[config.mk]
export PLATFORM = sky130hd
export DESIGN_NAME = mux_rr_arbiter
export DESIGN_NICKNAME = d
export VERILOG_FILES = /design/src/rtl/mux_rr_arbiter.sv
export SDC_FILE = /design/constraint.sdc
export NUM_CORES = 1
export LEC_CHECK = 0
export BUFFER_PORTS_ARGS = -buffer_cell sky130_fd_sc_hd__buf_2
export CAP_MARGIN = 20
export CORE_UTILIZATION = 51
export CTS_CLUSTER_SIZE = 30
export DETAILED_ROUTE_END_ITERATION = 8
export GPL_ROUTABILITY_DRIVEN = 0
export PLACE_DENSITY = 0.84
export SLEW_MARGIN = 10
export SYNTH_ARGS = -nofsm -noshare
export SYNTH_HDL_FRONTEND = slang
export SYNTH_SLANG_ARGS = --single-unit
export TNS_END_PERCENT = 100
[constraint.sdc]
create_clock -name clk -period 4.1 [get_ports clk]
set_input_delay 0.615 -clock clk [delete_from_list [all_inputs] [get_ports clk]]
set_output_delay 0.615 -clock clk [all_outputs]
set_load 0.02 [all_outputs]
[src/rtl/mux_rr_arbiter.sv]
// Four-source round-robin arbiter feeding one registered 4:1 mux stage; 1 cycle grant-to-data_out.
// Backpressure: with out_valid & !out_ready all grants are withheld and output, pointer and count hold.
module mux_rr_arbiter #(
    parameter int W  = 8,
    parameter int CW = 16
) (
    input  logic           clk,
    input  logic           rst_n,
    input  logic [3:0]     req,
    input  logic [4*W-1:0] data_in,
    output logic [3:0]     gnt,
    output logic           out_valid,
    input  logic           out_ready,
    output logic [W-1:0]   data_out,
    output logic [1:0]     sel,
    output logic [CW-1:0]  xfer_cnt
);

    logic [1:0]   ptr;
    logic [1:0]   idx;
    logic [1:0]   win_idx;
    logic         win_found;
    logic [W-1:0] win_dat;
    logic         accept;
    logic         take;

    assign accept = !out_valid || out_ready;
    assign take   = accept && win_found;

    // Scan from the farthest offset down so the slot closest to ptr overrides.
    always_comb begin
        idx       = ptr;
        win_idx   = ptr;
        win_found = 1'b0;
        for (int k = 3; k >= 0; k--) begin
            idx = ptr + 2'(k);
            if (req[idx]) begin
                win_idx   = idx;
                win_found = 1'b1;
            end
        end
    end

    always_comb begin
        win_dat = '0;
        for (int i = 0; i < 4; i++) begin
            if (win_idx == 2'(i)) win_dat = data_in[i*W +: W];
        end
    end

    // Grant is gated by rst_n so it reads zero during an asynchronous reset.
    assign gnt = (take && rst_n) ? (4'b0001 << win_idx) : 4'b0000;

    always_ff @(posedge clk or negedge rst_n) begin
        if (!rst_n) begin
            out_valid <= 1'b0;
            data_out  <= '0;
            sel       <= 2'd0;
            ptr       <= 2'd0;
            xfer_cnt  <= '0;
        end else if (take) begin
            out_valid <= 1'b1;
            data_out  <= win_dat;
            sel       <= win_idx;
            ptr       <= win_idx + 2'd1;
            if (xfer_cnt != {CW{1'b1}}) xfer_cnt <= xfer_cnt + 1'b1;
        end else if (out_valid && out_ready) begin
            out_valid <= 1'b0;
        end
    end

endmodule
### Word level (Yosys, flattened, before mapping)

Cells that the tools add are included.

* logic and storage cells: 50
* output and inout port bits: 31
* flip-flop bits (word level): 29

* reduce and logical (&&, ||, !) cells: 8
* equality and inequality tests: 4
* $lt $le $gt $ge: 4
* $add $sub $neg: 5
* mux-type cells: 23
* shift operators: 1

Operators with widths (count)
* two-way mux 8 bit: 4
* adder 16 x 1 -> 16 bit (second input constant): 1
* != test 16 bit (second input constant): 1
* < comparator 2 x 3 -> 1 bit (second input constant): 4
* two-way mux 1 bit: 10
* binary-select mux 1 bit (select 2 bit): 4
* two-way mux 2 bit: 4
* adder 2 x 1 -> 2 bit (second input constant): 2
* adder 2 bit (second input constant): 2
* equality test 2 bit (second input constant): 2
* two-way mux 4 bit: 1
* left shift 1 x 2 -> 4 bit (first input constant): 1
* logical AND 1 bit: 3
* equality test 2 x 1 -> 1 bit (second input constant): 1
* logical NOT 2 bit: 1
* AND reduction 2 bit: 1
* nonzero test 2 bit: 1
* logical NOT 1 bit: 1
* logical OR 1 bit: 1

### Logic depth before layout (Yosys ltp)

* word-level depth: 12
* depth in mapped cells: 10
* gate-level depth less buffers: 9

### Worst setup path before layout

OpenSTA, ideal clock, no wires.

* path type: input-to-output
* start: input req[0]
* end: output gnt[3]
* required time: 3485 ps
* path slack: 1290 ps
* data arrival time: 2195 ps
* cell stages on the path: 8
* cell sequence: inv_1 > o22ai_1 > a221o_1 > inv_1 > ha_1 > buf_1 > clkbuf_1 > and3_1

* elaborated cells between the ends (all ways): 20

RTL lines
* from (decl): line 9 `input logic [3:0] req,`
* binary-select mux 1 bit (select 2 bit): line 37 `if (req[idx]) begin`
* two-way mux 1 bit (not written as such): line 37
* two-way mux 2 bit (3 in a row): line 37
* two-way mux 2 bit *: line 37
* via win_idx[0]: line 21 `logic [1:0] win_idx;`
* left shift 1 x 2 -> 4 bit *: line 52 `assign gnt = (take && rst_n) ? (4'b0001 << win_idx) : 4'b0000;`
* two-way mux 4 bit *: line 52
* to (decl): line 11 `output logic [3:0] gnt,`

Mark *: on every way through the listed nets, which the timed path passes. The rest lies on a longest branch. The select of a mux whose other input is x is not followed.

### Final worst setup path

* start: register ptr[1]
* end: output gnt[1]

* elaborated cells between the ends (all ways): 23

RTL lines
* from (decl): line 19 `logic [1:0] ptr;`
* from (signal assigned): line 65 `ptr <= win_idx + 2'd1;`
* adder 2 bit: line 36 `idx = ptr + 2'(k);`
* binary-select mux 1 bit (select 2 bit): line 37
* two-way mux 1 bit (not written as such): line 37
* two-way mux 2 bit (3 in a row): line 37
* two-way mux 2 bit *: line 37
* via win_idx[1]: line 21
* left shift 1 x 2 -> 4 bit *: line 52
* two-way mux 4 bit *: line 52

Marks and branches as above.

==> impl_results.md <==
- DRC Markers: 0
- Reg-to-reg slack, setup: 1.55 ns
- Fmax: 341 MHz
- Placed cell areas: 2090 um2
- Clk_skew: 0.00764 ns
- Final instance area: 2140 um2
- Routed WL per cell: 14.1 um
- ANT cells: 0
- Net Count, Synth: 226
- Post-synth top area cell: dfrtp_1
- Mean number of vias per cell: 5.50
- RSZ-0062 raised after global routing: no
- Area Overhead vs Synth: 25.3%
- Row cnt: 20
- Syn avg cell area: 9.37 um2
- GRT Total Usage: 25.2%
- Synthesized flop and latch total: 29
- Initial antenna violation count: 0
- Clk buf depth: 2
- First-pass GRT wire length: 6.56 mm
- Reg-to-reg endpoint: data_out[2]
- Yosys warns: 0
- Core Area: 3100 um2
- Clk slew on worst S/H paths: 0.10 ns
- Part of the power in the clock network: 14.0%
- Worst Setup Start Kind: flip-flop
- Setup tns final: 0 ns
- Period utilization: 71.4%
- Met2 WL: 2.04 mm
- Internal power: 672 uW
- Skew-Pair Late Insertion Delay: 0.33 ns
- Iter 0 DRT Violations: 102
- Launching point of the worst reg2reg path: ptr[1]
- Buffer type at the clock tree root: clkbuf_4
- Routed wl met3: 385 um
- Sw Pwr: 515 uW
- Post-Syn Area: 1710 um2
- Die Ht: 59.8 um
- Power Dens Cells: 556 nW/um2
- Worst Path Required: 3.48 ns
- DP HPWL: 3.15 mm
- Final count of hold timing violations: 0
- Hold Path Class: in2async
- # nets final: 296
- Max_cap viols: 0
- Final wirelength: 4.20 mm
- Worst setup path class: reg2out
- Routed length on met1: 1.73 mm
- Worst reg-to-reg path cell count: 9
- Vias: 1634
- Final number of setup-violating endpoints: 0
- Crit. End Element: output port
- Die X: 59.8 um
- Slew HR: 53.8%
- CP Max Fanout: 11
- Starting density of the core: 55.0%
- Peak supply drop: 0.000357 V
- Synth Instances: 182
- Most frequent cells in the layout: 69 x buf_2, 29 x dfrtp_1, 20 x a21oi_1
- Tmin final: 2.93 ns
- # IOs: 70
- Slew @ Worst Pin: 0.693 ns
- Leak pwr: 1.09 nW
- Top routing layer used: met4
- Grt total ovfl: 0
- # hold bufs at CTS: 0
- Vias in the first global route: 1519
- Htree depth: 2
- Largest net degree at the start of global routing: 34
- Post-CTS Setup Bufs: 0
- Yosys top cell area share: 42.6%
- Main synth FF type: dfrtp_1
- CTS resizes: 0
- Slew Viols, Final: 0
- Synth top area cells: dfrtp_1 43%, a21oi_1 5.9%, a211o_1 4.1%, ha_1 3.7%, a221oi_1 3.6%
- Status: completed
- Asr flop ratio synth: 100%
- Seq pwr share: 38.9%
- Most common cell after layout, fill and taps aside: buf_2
- # clock sinks: 29
- Share of layout cells above drive strength 1: 34.4%
- Port bufs: 69
- CTS tree: done
- Cts bufs inserted: 5
- Post-synth EDFFs: 0
- Synth cell types: 43
- Combinational Power Share: 47.1%
- Sequential share of the synthesized area: 42.6%
- Initial DRT Pass Iterations: 4
- Die area: 3580 um2
- Critical Path AT: 2.31 ns
- Sw Ratio: 43.4%
- Detail Route Antenna Nets: 0
## worst max path at each step
stage	start	end	slack, ns	depth (start not counted)
final	ptr[1]	gnt[1]	1.17	7
after global routing	ptr[1]	gnt[1]	0.90	7
after CTS	ptr[1]	gnt[2]	1.17	6
after floorplan	req[0]	gnt[3]	1.29	8
after global placement	req[2]	gnt[1]	1.29	8
after detailed placement	req[1]	gnt[2]	1.22	7
## flip-flops by register name, summed over array words and instances, names as in the netlist
register	cells
out_valid	1
xfer_cnt	16
ptr	2
sel	2
data_out	8
## cell families (layout without fill, tap and decap cells)
family / Yosys count / count (layout) / share of synthesized area [%]
xor+xnor: 12 / 12 / 6.16
compound gates: 50 / 50 / 19.7
buf+inv: 24 / 95 / 5.58
mux: 3 / 3 / 2.13
fa+ha+maj: 5 / 5 / 3.67
simple gates: 59 / 59 / 20.2
flops: 29 / 29 / 42.6
## power groups by stage
stage                     Combinational [mW]  Sequential [mW]  Clock (mW)
after floorplan                        0.284            0.557           0
after global placement                 0.546            0.463           0
after detailed placement               0.562            0.466           0
after CTS                              0.562            0.462       0.170
after global routing                   0.612            0.476       0.184
final                                  0.559            0.462       0.166
## cells in the mapped netlist, types with 3 or more instances
master / number
a211o_1: 8
nand4_1: 6
nor2b_1: 4
a21oi_1: 20
nand2_1: 7
inv_1: 16
xor2_1: 7
dfrtp_1: 29
a31oi_1: 3
ha_1: 5
and3_1: 6
o21ai_0: 3
nor2_1: 14
nor3_1: 4
clkbuf_1: 5
xnor2_1: 5
a221oi_1: 7
## stage by stage
stage | util (%) | std cells | hold WS, ns | setup slack [ns] | power (mW)
after floorplan | - | 182 | 0.319 | 1.29 | 0.841
after global placement | 67.2 | 289 | 0.460 | 1.29 | 1.01
after detailed placement | 67.2 | 289 | 0.468 | 1.22 | 1.03
after CTS | 68.9 | 297 | 0.327 | 1.17 | 1.19
after global routing | 68.9 | 297 | 0.353 | 0.904 | 1.27
final | 68.9 | 297 | 0.315 | 1.17 | 1.19
## layer usage
metal | global-route usage [%] | up-vias
li1 | - | 799
met1 | 28.3 | 753
met2 | 43.5 | 76
met3 | 8.66 | 6
met4 | 10.3 | 0
met5 | 0 | -
## layout make-up
class | instances | area (um2)
flip-flops and latches | 29 | 726
fillers | 276 | 966
repair buffers | 71 | 360
multi-input cells | 129 | 885
well taps | 44 | 55.1
clock buffers | 6 | 41.3
inverters | 16 | 60.1
clock inverters | 2 | 10.0
## worst max-delay path, stage by stage (launching register included)
cell and delay [ns]:
dfrtp_1 0.44, nor3b_1 0.16, a2111oi_0 0.38, a21oi_1 0.17
inv_1 0.11, ha_1 0.36, and3_1 0.21, buf_2 0.16
Power figures use the tool's default switching activity.
